`src/rtl/spi_serializer.sv`:
```
// Write-only SPI serializer: on a rising ld it captures an NBITS control word
// and shifts it MSB first (mode 0) to the attenuator or the delay line.
module spi_serializer #(
  parameter int CLK_DIV = 4,
  parameter int NBITS   = 24
) (
  input  logic        clk,
  input  logic        rst_n,
  input  logic [31:0] Data_Register,
  input  logic        ld,
  input  logic [1:0]  DelAttSelect,
  output logic        DataBit,
  output logic        SPI_clk,
  output logic        Att_CS,
  output logic        Del_CS,
  output logic [1:0]  dbg_state
);

  localparam int DIV_W = (CLK_DIV > 1) ? $clog2(CLK_DIV) : 1;
  localparam int CNT_W = $clog2(NBITS + 1);
  localparam logic [DIV_W-1:0] DIV_LAST = DIV_W'(CLK_DIV - 1);

  typedef enum logic [1:0] {
    S_IDLE = 2'd0,
    S_LOW  = 2'd1,
    S_HIGH = 2'd2,
    S_TAIL = 2'd3
  } state_t;

  state_t           state_q, state_d;
  logic             ld_q, ld_d;
  logic [NBITS-1:0] shift_q, shift_d;
  logic [CNT_W-1:0] bit_cnt_q, bit_cnt_d;
  logic [DIV_W-1:0] div_q, div_d;
  logic             data_bit_q, data_bit_d;
  logic             spi_clk_q, spi_clk_d;
  logic             att_cs_q, att_cs_d;
  logic             del_cs_q, del_cs_d;

  logic             div_end;
  logic             sel_valid;
  logic             start;
  logic [NBITS-1:0] shift_next;

  generate
    if (NBITS < 32) begin : g_unused_hi
      logic unused_hi;
      assign unused_hi = ^Data_Register[31:NBITS];
    end
  endgenerate

  assign div_end    = (div_q == DIV_LAST);
  assign sel_valid  = (DelAttSelect == 2'b01) || (DelAttSelect == 2'b10);
  assign start      = ld && !ld_q && (state_q == S_IDLE) && sel_valid;
  assign shift_next = shift_q << 1;

  always_comb begin
    state_d    = state_q;
    ld_d       = ld;
    shift_d    = shift_q;
    bit_cnt_d  = bit_cnt_q;
    div_d      = div_q;
    data_bit_d = data_bit_q;
    spi_clk_d  = spi_clk_q;
    att_cs_d   = att_cs_q;
    del_cs_d   = del_cs_q;

    case (state_q)
      S_IDLE: begin
        if (start) begin
          shift_d    = Data_Register[NBITS-1:0];
          bit_cnt_d  = CNT_W'(NBITS);
          div_d      = '0;
          data_bit_d = Data_Register[NBITS-1];
          spi_clk_d  = 1'b0;
          att_cs_d   = (DelAttSelect != 2'b01);
          del_cs_d   = (DelAttSelect != 2'b10);
          state_d    = S_LOW;
        end
      end
      S_LOW: begin
        if (div_end) begin
          div_d     = '0;
          spi_clk_d = 1'b1;
          state_d   = S_HIGH;
        end else begin
          div_d = div_q + 1'b1;
        end
      end
      S_HIGH: begin
        if (div_end) begin
          div_d     = '0;
          spi_clk_d = 1'b0;
          if (bit_cnt_q == CNT_W'(1)) begin
            bit_cnt_d = '0;
            state_d   = S_TAIL;
          end else begin
            // Data moves on the falling SPI_clk edge only, keeping mode 0.
            shift_d    = shift_next;
            data_bit_d = shift_next[NBITS-1];
            bit_cnt_d  = bit_cnt_q - 1'b1;
            state_d    = S_LOW;
          end
        end else begin
          div_d = div_q + 1'b1;
        end
      end
      S_TAIL: begin
        if (div_end) begin
          div_d      = '0;
          data_bit_d = 1'b0;
          att_cs_d   = 1'b1;
          del_cs_d   = 1'b1;
          state_d    = S_IDLE;
        end else begin
          div_d = div_q + 1'b1;
        end
      end
      default: begin
        state_d = S_IDLE;
      end
    endcase
  end

  always_ff @(posedge clk or negedge rst_n) begin
    if (!rst_n) begin
      state_q    <= S_IDLE;
      ld_q       <= 1'b0;
      shift_q    <= '0;
      bit_cnt_q  <= '0;
      div_q      <= '0;
      data_bit_q <= 1'b0;
      spi_clk_q  <= 1'b0;
      att_cs_q   <= 1'b1;
      del_cs_q   <= 1'b1;
    end else begin
      state_q    <= state_d;
      ld_q       <= ld_d;
      shift_q    <= shift_d;
      bit_cnt_q  <= bit_cnt_d;
      div_q      <= div_d;
      data_bit_q <= data_bit_d;
      spi_clk_q  <= spi_clk_d;
      att_cs_q   <= att_cs_d;
      del_cs_q   <= del_cs_d;
    end
  end

  assign DataBit   = data_bit_q;
  assign SPI_clk   = spi_clk_q;
  assign Att_CS    = att_cs_q;
  assign Del_CS    = del_cs_q;
  assign dbg_state = state_q;

endmodule

```
`config.mk`:
```
export PLATFORM = sky130hd
export DESIGN_NAME = spi_serializer
export DESIGN_NICKNAME = d
export VERILOG_FILES = /design/src/rtl/spi_serializer.sv
export SDC_FILE = /design/constraint.sdc
export NUM_CORES = 1
export LEC_CHECK = 0
export BUFFER_PORTS_ARGS = -buffer_cell sky130_fd_sc_hd__buf_2
export CORE_UTILIZATION = 53
export DETAILED_ROUTE_END_ITERATION = 8
export MAX_ROUTING_LAYER = met4
export PLACE_DENSITY_LB_ADDON = 0.05
export SYNTH_ARGS = -nofsm -noshare
export SYNTH_HDL_FRONTEND = slang
export SYNTH_SLANG_ARGS = --single-unit
```
`constraint.sdc`:
```
create_clock -name clk -period 2.7 [get_ports clk]
set_input_delay 0 -clock clk [delete_from_list [all_inputs] [get_ports clk]]
set_output_delay 0 -clock clk [all_outputs]
set_load 0.005 [all_outputs]
```
After elaboration in Yosys (flattened, before gate mapping):

Index checks and enable logic that the tools add are counted.

* register bits after elaboration: 37
* input bits: 37
* output and inout port bits: 6
* word-level logic and storage cells: 71

* add/subtract/negate cells: 2
* equal/unequal tests: 14
* multiplexer cells: 29
* reduce and logical (&&, ||, !) cells: 17

Operators with widths (count)
* $mux W23: 3
* $pmux W23 S2: 1
* $mux W5: 3
* $mux W2: 7
* $ne A2 B2 Y1 const B: 6
* $reduce_and A4 Y1: 3
* $pmux W5 S2: 1
* $eq A2 B2 Y1 const B: 4
* $mux W1: 8
* $pmux W2 S4: 1
* $pmux W1 S3: 2
* $reduce_and A3 Y1: 2
* $reduce_bool A3 Y1: 2
* $eq A5 B1 Y1 const B: 1
* $reduce_and A5 Y1: 1
* $sub A5 B1 Y5 const B: 1
* $eq A2 B1 Y1 const B: 2
* $pmux W1 S2: 2
* $pmux W2 S2: 1
* $reduce_bool A2 Y1: 2
* $logic_and A1 B1 Y1: 3
* $reduce_or A3 Y1: 1
* $add A2 B1 Y2 const B: 1
* $logic_not A2 Y1: 1
* other kinds (3): 3

Logic depth before layout (Yosys ltp):

* word-level depth: 6
* gate-level depth with buffers: 9
* depth with buffers taken out: 6

Worst setup path before layout:

OpenSTA, ideal clock, no wires.

* path type: register to register
* start: register state_q[0], in the netlist dbg_state[0]
* end: register shift_q[10]
* library setup time: 0.119 ns
* arrival time: 1.917 ns
* data required time: 2.581 ns
* slack: 0.664 ns
* cell stages (with the launch flop): 10
* buffers on the path: 3
* period minus slack after synthesis: 2.036 ns
* path through: dfrtp_1 -> inv_1 -> ha_1 -> clkbuf_1 -> nor2_1 -> a211o_1 -> buf_6 -> buf_6 -> o32a_1 -> o21a_1

* cells in the longest elaborated chain, start to end: 5
* elaborated cells on any way between the ends: 10
* those cells by class: eq/ne: 4; mux: 1; reduce/logical: 5

Ends and longest elaborated chain
* from (decl): RTL line 30 `state_t state_q, state_d;`
* from (signal assigned): RTL line 137 `state_q <= state_d;`
* $logic_not A2 Y1: RTL line 54, 68
* $logic_and A1 B1 Y1 (2 in a row): RTL line 54 `assign start = ld && !ld_q && (state_q == S_IDLE) && sel_valid;`
* $ne A2 B2 Y1 (no line)
* $reduce_and A4 Y1 (no line)
* to (signal assigned): RTL line 139 `shift_q <= shift_d;`
* to (decl): RTL line 32 `logic [NBITS-1:0] shift_q, shift_d;`

Parallel ways exist; a longest one is shown, timed or not.
A chain may end at the register's enable or synchronous reset.

Final worst setup path:

* start: input port DelAttSelect[0]
* end: register shift_q[4]

* cells in the longest elaborated chain, start to end: 5
* elaborated cells on any way between the ends: 6
* those cells by class: eq/ne: 3; reduce/logical: 3

Ends and longest elaborated chain
* from (decl): RTL line 11 `input logic [1:0] DelAttSelect,`
* $eq A2 B1 Y1 or $eq A2 B2 Y1 (tied branches): RTL line 53 `assign sel_valid = (DelAttSelect == 2'b01) || (DelAttSelect == 2'b10);`
* $logic_or A1 B1 Y1 *: RTL line 53
* $logic_and A1 B1 Y1 *: RTL line 54
* $ne A2 B2 Y1 (no line) *
* $reduce_and A4 Y1 (no line) *

Mark *: on every way between the ends. The rest lies on a longest branch, timed or not.

==> metrics.txt <==
# TYPE chip_impl_metric gauge
chip_impl_info{name="crit-reg2reg-launch",value="dbg_state[0]$_DFFE_PN0P_"} 1
chip_impl_metric{name="post_cts_resized",unit=""} 0
chip_impl_metric{name="tritoncts.num_buffers",unit=""} 5
chip_impl_metric{name="wire_length_of_the_first_global_routing_pass",unit="µm"} 7250
chip_impl_metric{name="r2r_cells",unit=""} 8
chip_impl_metric{name="drt_wl_total",unit="µm"} 4280
chip_impl_metric{name="worst-slew-pin-transition",unit="ps"} 811
chip_impl_metric{name="drt-wirelength-per-cell",unit="µm"} 15.2
chip_impl_metric{name="post-route-period-util",unit="%"} 83.0
chip_impl_metric{name="number_of_fill_cells",unit=""} 259
chip_impl_metric{name="setup_tns",unit="ps"} 0
chip_impl_metric{name="postSynthNetCount",unit=""} 224
chip_impl_metric{name="cts_hold_buffers",unit=""} 23
chip_impl_metric{name="die_y",unit="µm"} 62.5
chip_impl_metric{name="finish.cell_count_without_fillers",unit=""} 281
chip_impl_metric{name="post-route-min-period",unit="ps"} 2240
chip_impl_info{name="netlist_top_cells_area",value="sky130_fd_sc_hd__dfrtp_1 45%, sky130_fd_sc_hd__o32a_1 11%, sky130_fd_sc_hd__o21a_1 8.1%"} 1
chip_impl_metric{name="first_global_vias",unit=""} 1662
chip_impl_metric{name="power.clock.fraction",unit="%"} 12.8
chip_impl_info{name="worst_setup_path_start_kind",value="input port"} 1
chip_impl_info{name="critical_path.reg2reg.endpoint",value="shift_q[4]$_DFFE_PN0P_"} 1
chip_impl_metric{name="finalNetCount",unit=""} 282
chip_impl_metric{name="postCtsSetupRepairBufs",unit=""} 0
chip_impl_metric{name="timing.critical_path.required",unit="ps"} 2930
chip_impl_metric{name="ys_seq_elements",unit=""} 37
chip_impl_metric{name="vias",unit=""} 1655
chip_impl_info{name="post-synth-top-count-cell",value="sky130_fd_sc_hd__dfrtp_1"} 1
chip_impl_metric{name="initial_core_util",unit="%"} 56.8
chip_impl_info{name="cts.root.buffer_cell",value="sky130_fd_sc_hd__clkbuf_4"} 1
chip_impl_metric{name="placed_cells",unit=""} 250
chip_impl_metric{name="count_of_flip_flops_with_a_built_in_enable_after_synthesis",unit=""} 0
chip_impl_metric{name="remaining_drc_errors",unit=""} 0
chip_impl_metric{name="async_flop_share",unit="%"} 100
chip_impl_metric{name="routed_via_density",unit=""} 5.89
chip_impl_info{name="hold_path_startpoint",value="Data_Register[16]"} 1
chip_impl_metric{name="overall_die_area",unit="µm²"} 3910
chip_impl_metric{name="final_core_util",unit="%"} 71.2
chip_impl_info{name="grt_setup_unrepaired",value="no"} 1
chip_impl_info{name="worst-setup-path-type",value="in -> reg"} 1
chip_impl_metric{name="cts.sinks",unit=""} 37
chip_impl_metric{name="setup_viol_count_final",unit=""} 0
chip_impl_metric{name="clock_path_buffers",unit=""} 2
chip_impl_info{name="synth.top_cells.by_count",value="35 x sky130_fd_sc_hd__dfrtp_1, 21 x sky130_fd_sc_hd__o21a_1, 21 x sky130_fd_sc_hd__o32a_1"} 1
chip_impl_metric{name="synth.distinct_cells",unit=""} 40
chip_impl_metric{name="post_synth.cell_area_avg",unit="µm²"} 11.0
chip_impl_metric{name="max-cap-violations",unit=""} 0
chip_impl_metric{name="routability_driven_placement_congestion_ratio",unit=""} 0.865
chip_impl_metric{name="synth_top_area_share",unit="%"} 45.1
chip_impl_metric{name="worstSkewPairLatency",unit="ps"} 340
chip_impl_metric{name="boundaryPins",unit=""} 43
chip_impl_metric{name="final-max-slew-violation-count",unit=""} 0
chip_impl_metric{name="die-width",unit="µm"} 62.5
chip_impl_metric{name="clkTransAtPathRegs",unit="ps"} 110
chip_impl_metric{name="share_comb_of_total_power",unit="%"} 46.7
chip_impl_metric{name="grt_util_all_layers",unit="%"} 24.2
chip_impl_info{name="cts_tree",value="built"} 1
chip_impl_metric{name="flow.area_growth_from_synthesis",unit="%"} 25.3
chip_impl_metric{name="core.rowCount",unit=""} 21
chip_impl_metric{name="worst_ir_drop_vdd",unit="V"} 0.000511
chip_impl_metric{name="power_switching_share",unit="%"} 41.2
chip_impl_metric{name="report.final.hold_viol_count",unit=""} 0
chip_impl_metric{name="seq_power_share",unit="%"} 40.5
chip_impl_metric{name="grt.overflow.total",unit=""} 0
chip_impl_metric{name="timing.fmax",unit="GHz"} 0.446
chip_impl_metric{name="internal_power",unit="W"} 0.00141
chip_impl_metric{name="seq_area_frac_synth",unit="%"} 47.8
chip_impl_info{name="worstHoldEndpoint",value="shift_q[16]$_DFFE_PN0P_"} 1
chip_impl_metric{name="final.hold.worst_slack",unit="ps"} 7.51
chip_impl_metric{name="portBuffers",unit=""} 34
chip_impl_metric{name="p_switching",unit="W"} 0.000984
chip_impl_metric{name="drt.antenna.violating_nets",unit=""} 0
chip_impl_info{name="hold_class",value="in -> reg"} 1
chip_impl_metric{name="power_density",unit="nW/µm²"} 983
chip_impl_metric{name="antenna_found_initial",unit=""} 0
chip_impl_metric{name="clock-skew-final",unit="ps"} 8.94
chip_impl_metric{name="worst-r2r-setup-slack",unit="ps"} 490
chip_impl_info{name="critPathCaptureType",value="register"} 1
chip_impl_metric{name="ctsHtreeMaxLevel",unit=""} 2
chip_impl_metric{name="total_leakage_power",unit="nW"} 1.01
chip_impl_metric{name="drt_pre_antenna_iters",unit=""} 4
chip_impl_metric{name="detailedPlacementHpwl",unit="µm"} 2760
chip_impl_metric{name="cp.arrival",unit="ps"} 2470
chip_impl_info{name="dominantRegCellSynth",value="sky130_fd_sc_hd__dfrtp_1"} 1
chip_impl_metric{name="ys.warnings.count",unit=""} 0
chip_impl_metric{name="grt_max_degree",unit=""} 38
chip_impl_info{name="run_status",value="finished clean"} 1
chip_impl_info{name="synth_top_area_cell",value="sky130_fd_sc_hd__dfrtp_1"} 1
chip_impl_metric{name="antenna_cells",unit=""} 0
chip_impl_metric{name="timing.critical_path.fanout_max",unit=""} 24
chip_impl_metric{name="core_area",unit="µm²"} 3420
chip_impl_metric{name="synth.cell_area",unit="µm²"} 1940
chip_impl_metric{name="relSlewSlack",unit="%"} 45.9
chip_impl_metric{name="holdPathStages",unit=""} 3
chip_impl_metric{name="first_iter_violations",unit=""} 113
chip_impl_metric{name="drive_above_1_share",unit="%"} 22.1
chip_impl_metric{name="syn_inst",unit=""} 176
## logic make-up (layout without fill, tap and decap cells)
family	after synthesis	count (layout)	share of synthesized area, %
AOI/OAI and AO/OA	71	71	29.1
DFF	37	37	47.8
and+or+nand+nor	36	36	10.2
buffers and inverters	20	79	5.22
adders and majority gates	11	11	7.09
muxes	1	1	0.516
## placed cells by master, fill, tap and decap left out, types with 2 or more instances in the layout
| cell | netlist | routed |
|---|---|---|
| sky130_fd_sc_hd__dfrtp_1 | 35 | 35 |
| sky130_fd_sc_hd__buf_2 | 3 | 34 |
| sky130_fd_sc_hd__dlygate4sd3_1 | 0 | 23 |
| sky130_fd_sc_hd__o32a_1 | 21 | 21 |
| sky130_fd_sc_hd__o21a_1 | 21 | 21 |
| sky130_fd_sc_hd__a21oi_1 | 11 | 11 |
| sky130_fd_sc_hd__ha_1 | 11 | 11 |
| sky130_fd_sc_hd__inv_1 | 9 | 9 |
| sky130_fd_sc_hd__nor2_1 | 8 | 8 |
| sky130_fd_sc_hd__nand2_1 | 6 | 6 |
| sky130_fd_sc_hd__nor3_1 | 6 | 6 |
| sky130_fd_sc_hd__clkbuf_4 | 0 | 5 |
| sky130_fd_sc_hd__buf_4 | 0 | 5 |
| sky130_fd_sc_hd__nand3_1 | 3 | 3 |
| sky130_fd_sc_hd__dfstp_2 | 2 | 2 |
| sky130_fd_sc_hd__nor2b_1 | 2 | 2 |
| sky130_fd_sc_hd__nand2b_1 | 2 | 2 |
| sky130_fd_sc_hd__and3_1 | 2 | 2 |
| sky130_fd_sc_hd__o22ai_1 | 2 | 2 |
| sky130_fd_sc_hd__o221ai_1 | 2 | 2 |
| sky130_fd_sc_hd__a21o_1 | 2 | 2 |
| sky130_fd_sc_hd__o22a_1 | 2 | 2 |
## layer usage
metal | global-route usage, % | up-vias | wire, µm
met4 | 6.69 | 0 | 28
met3 | 5.47 | 4 | 180
met1 | 27.3 | 822 | 1840
li1 | - | 789 | -
met2 | 42.7 | 40 | 2230
met5 | - | - | 0
## per-stage QoR
stage	area (µm²)	power, W	worst slack [ps]
6_report	2430	0.00239	460
5_1_grt	2430	0.00256	362
4_1_cts	2430	0.00239	482
3_5_place_dp	2140	0.00205	516
3_3_place_gp	2140	0.00199	598
2_1_floorplan	1940	0.00181	664
## sequential cells by signal, indices dropped and copies added, names as in the netlist, 2 cells and up
name and count:
dbg_state 2, shift_q 23, bit_cnt_q 5, div_q 2
## power by group through the flow
stage	sequential (W)	clock, W	combinational (W)
final	0.000968	0.000307	0.00112
after CTS	0.000962	0.000320	0.00111
after global placement	0.000956	0	0.00103
after detailed placement	0.000974	0	0.00107
after floorplan	0.000936	0	0.000874
after global routing	0.000996	0.000339	0.00123
## critical path, stage by stage
cell and delay (ps):
sky130_fd_sc_hd__dlygate4sd3_1 530, sky130_fd_sc_hd__buf_2 110, sky130_fd_sc_hd__inv_1 40, sky130_fd_sc_hd__ha_1 290, sky130_fd_sc_hd__or3b_4 410, sky130_fd_sc_hd__a211o_1 370, sky130_fd_sc_hd__buf_4 240, sky130_fd_sc_hd__o32a_1 360
sky130_fd_sc_hd__o21a_1 110
## how the worst max path moves through the flow
stage	startpoint	to	slack [ps]
after floorplan	dbg_state[0]$_DFFE_PN0P_	shift_q[10]$_DFFE_PN0P_	660
after global placement	dbg_state[0]$_DFFE_PN0P_	shift_q[22]$_DFFE_PN0P_	600
after detailed placement	dbg_state[0]$_DFFE_PN0P_	shift_q[16]$_DFFE_PN0P_	520
after CTS	DelAttSelect[0]	shift_q[4]$_DFFE_PN0P_	480
after global routing	dbg_state[0]$_DFFE_PN0P_	shift_q[4]$_DFFE_PN0P_	360
final	DelAttSelect[0]	shift_q[4]$_DFFE_PN0P_	460
## layout make-up
| cell class | instances | area [µm²] | area share [%] |
|---|---|---|---|
| Clock buffer | 7 | 55.1 | 2.26 |
| Sequential cell | 37 | 928 | 38.2 |
| Tap cell | 46 | 57.6 | 2.37 |
| Clock inverter | 1 | 7.51 | 0.309 |
| Inverter | 9 | 33.8 | 1.39 |
| Multi-Input combinational cell | 119 | 911 | 37.5 |
| Timing Repair Buffer | 62 | 438 | 18.0 |
(Power assumes the default switching activity.)
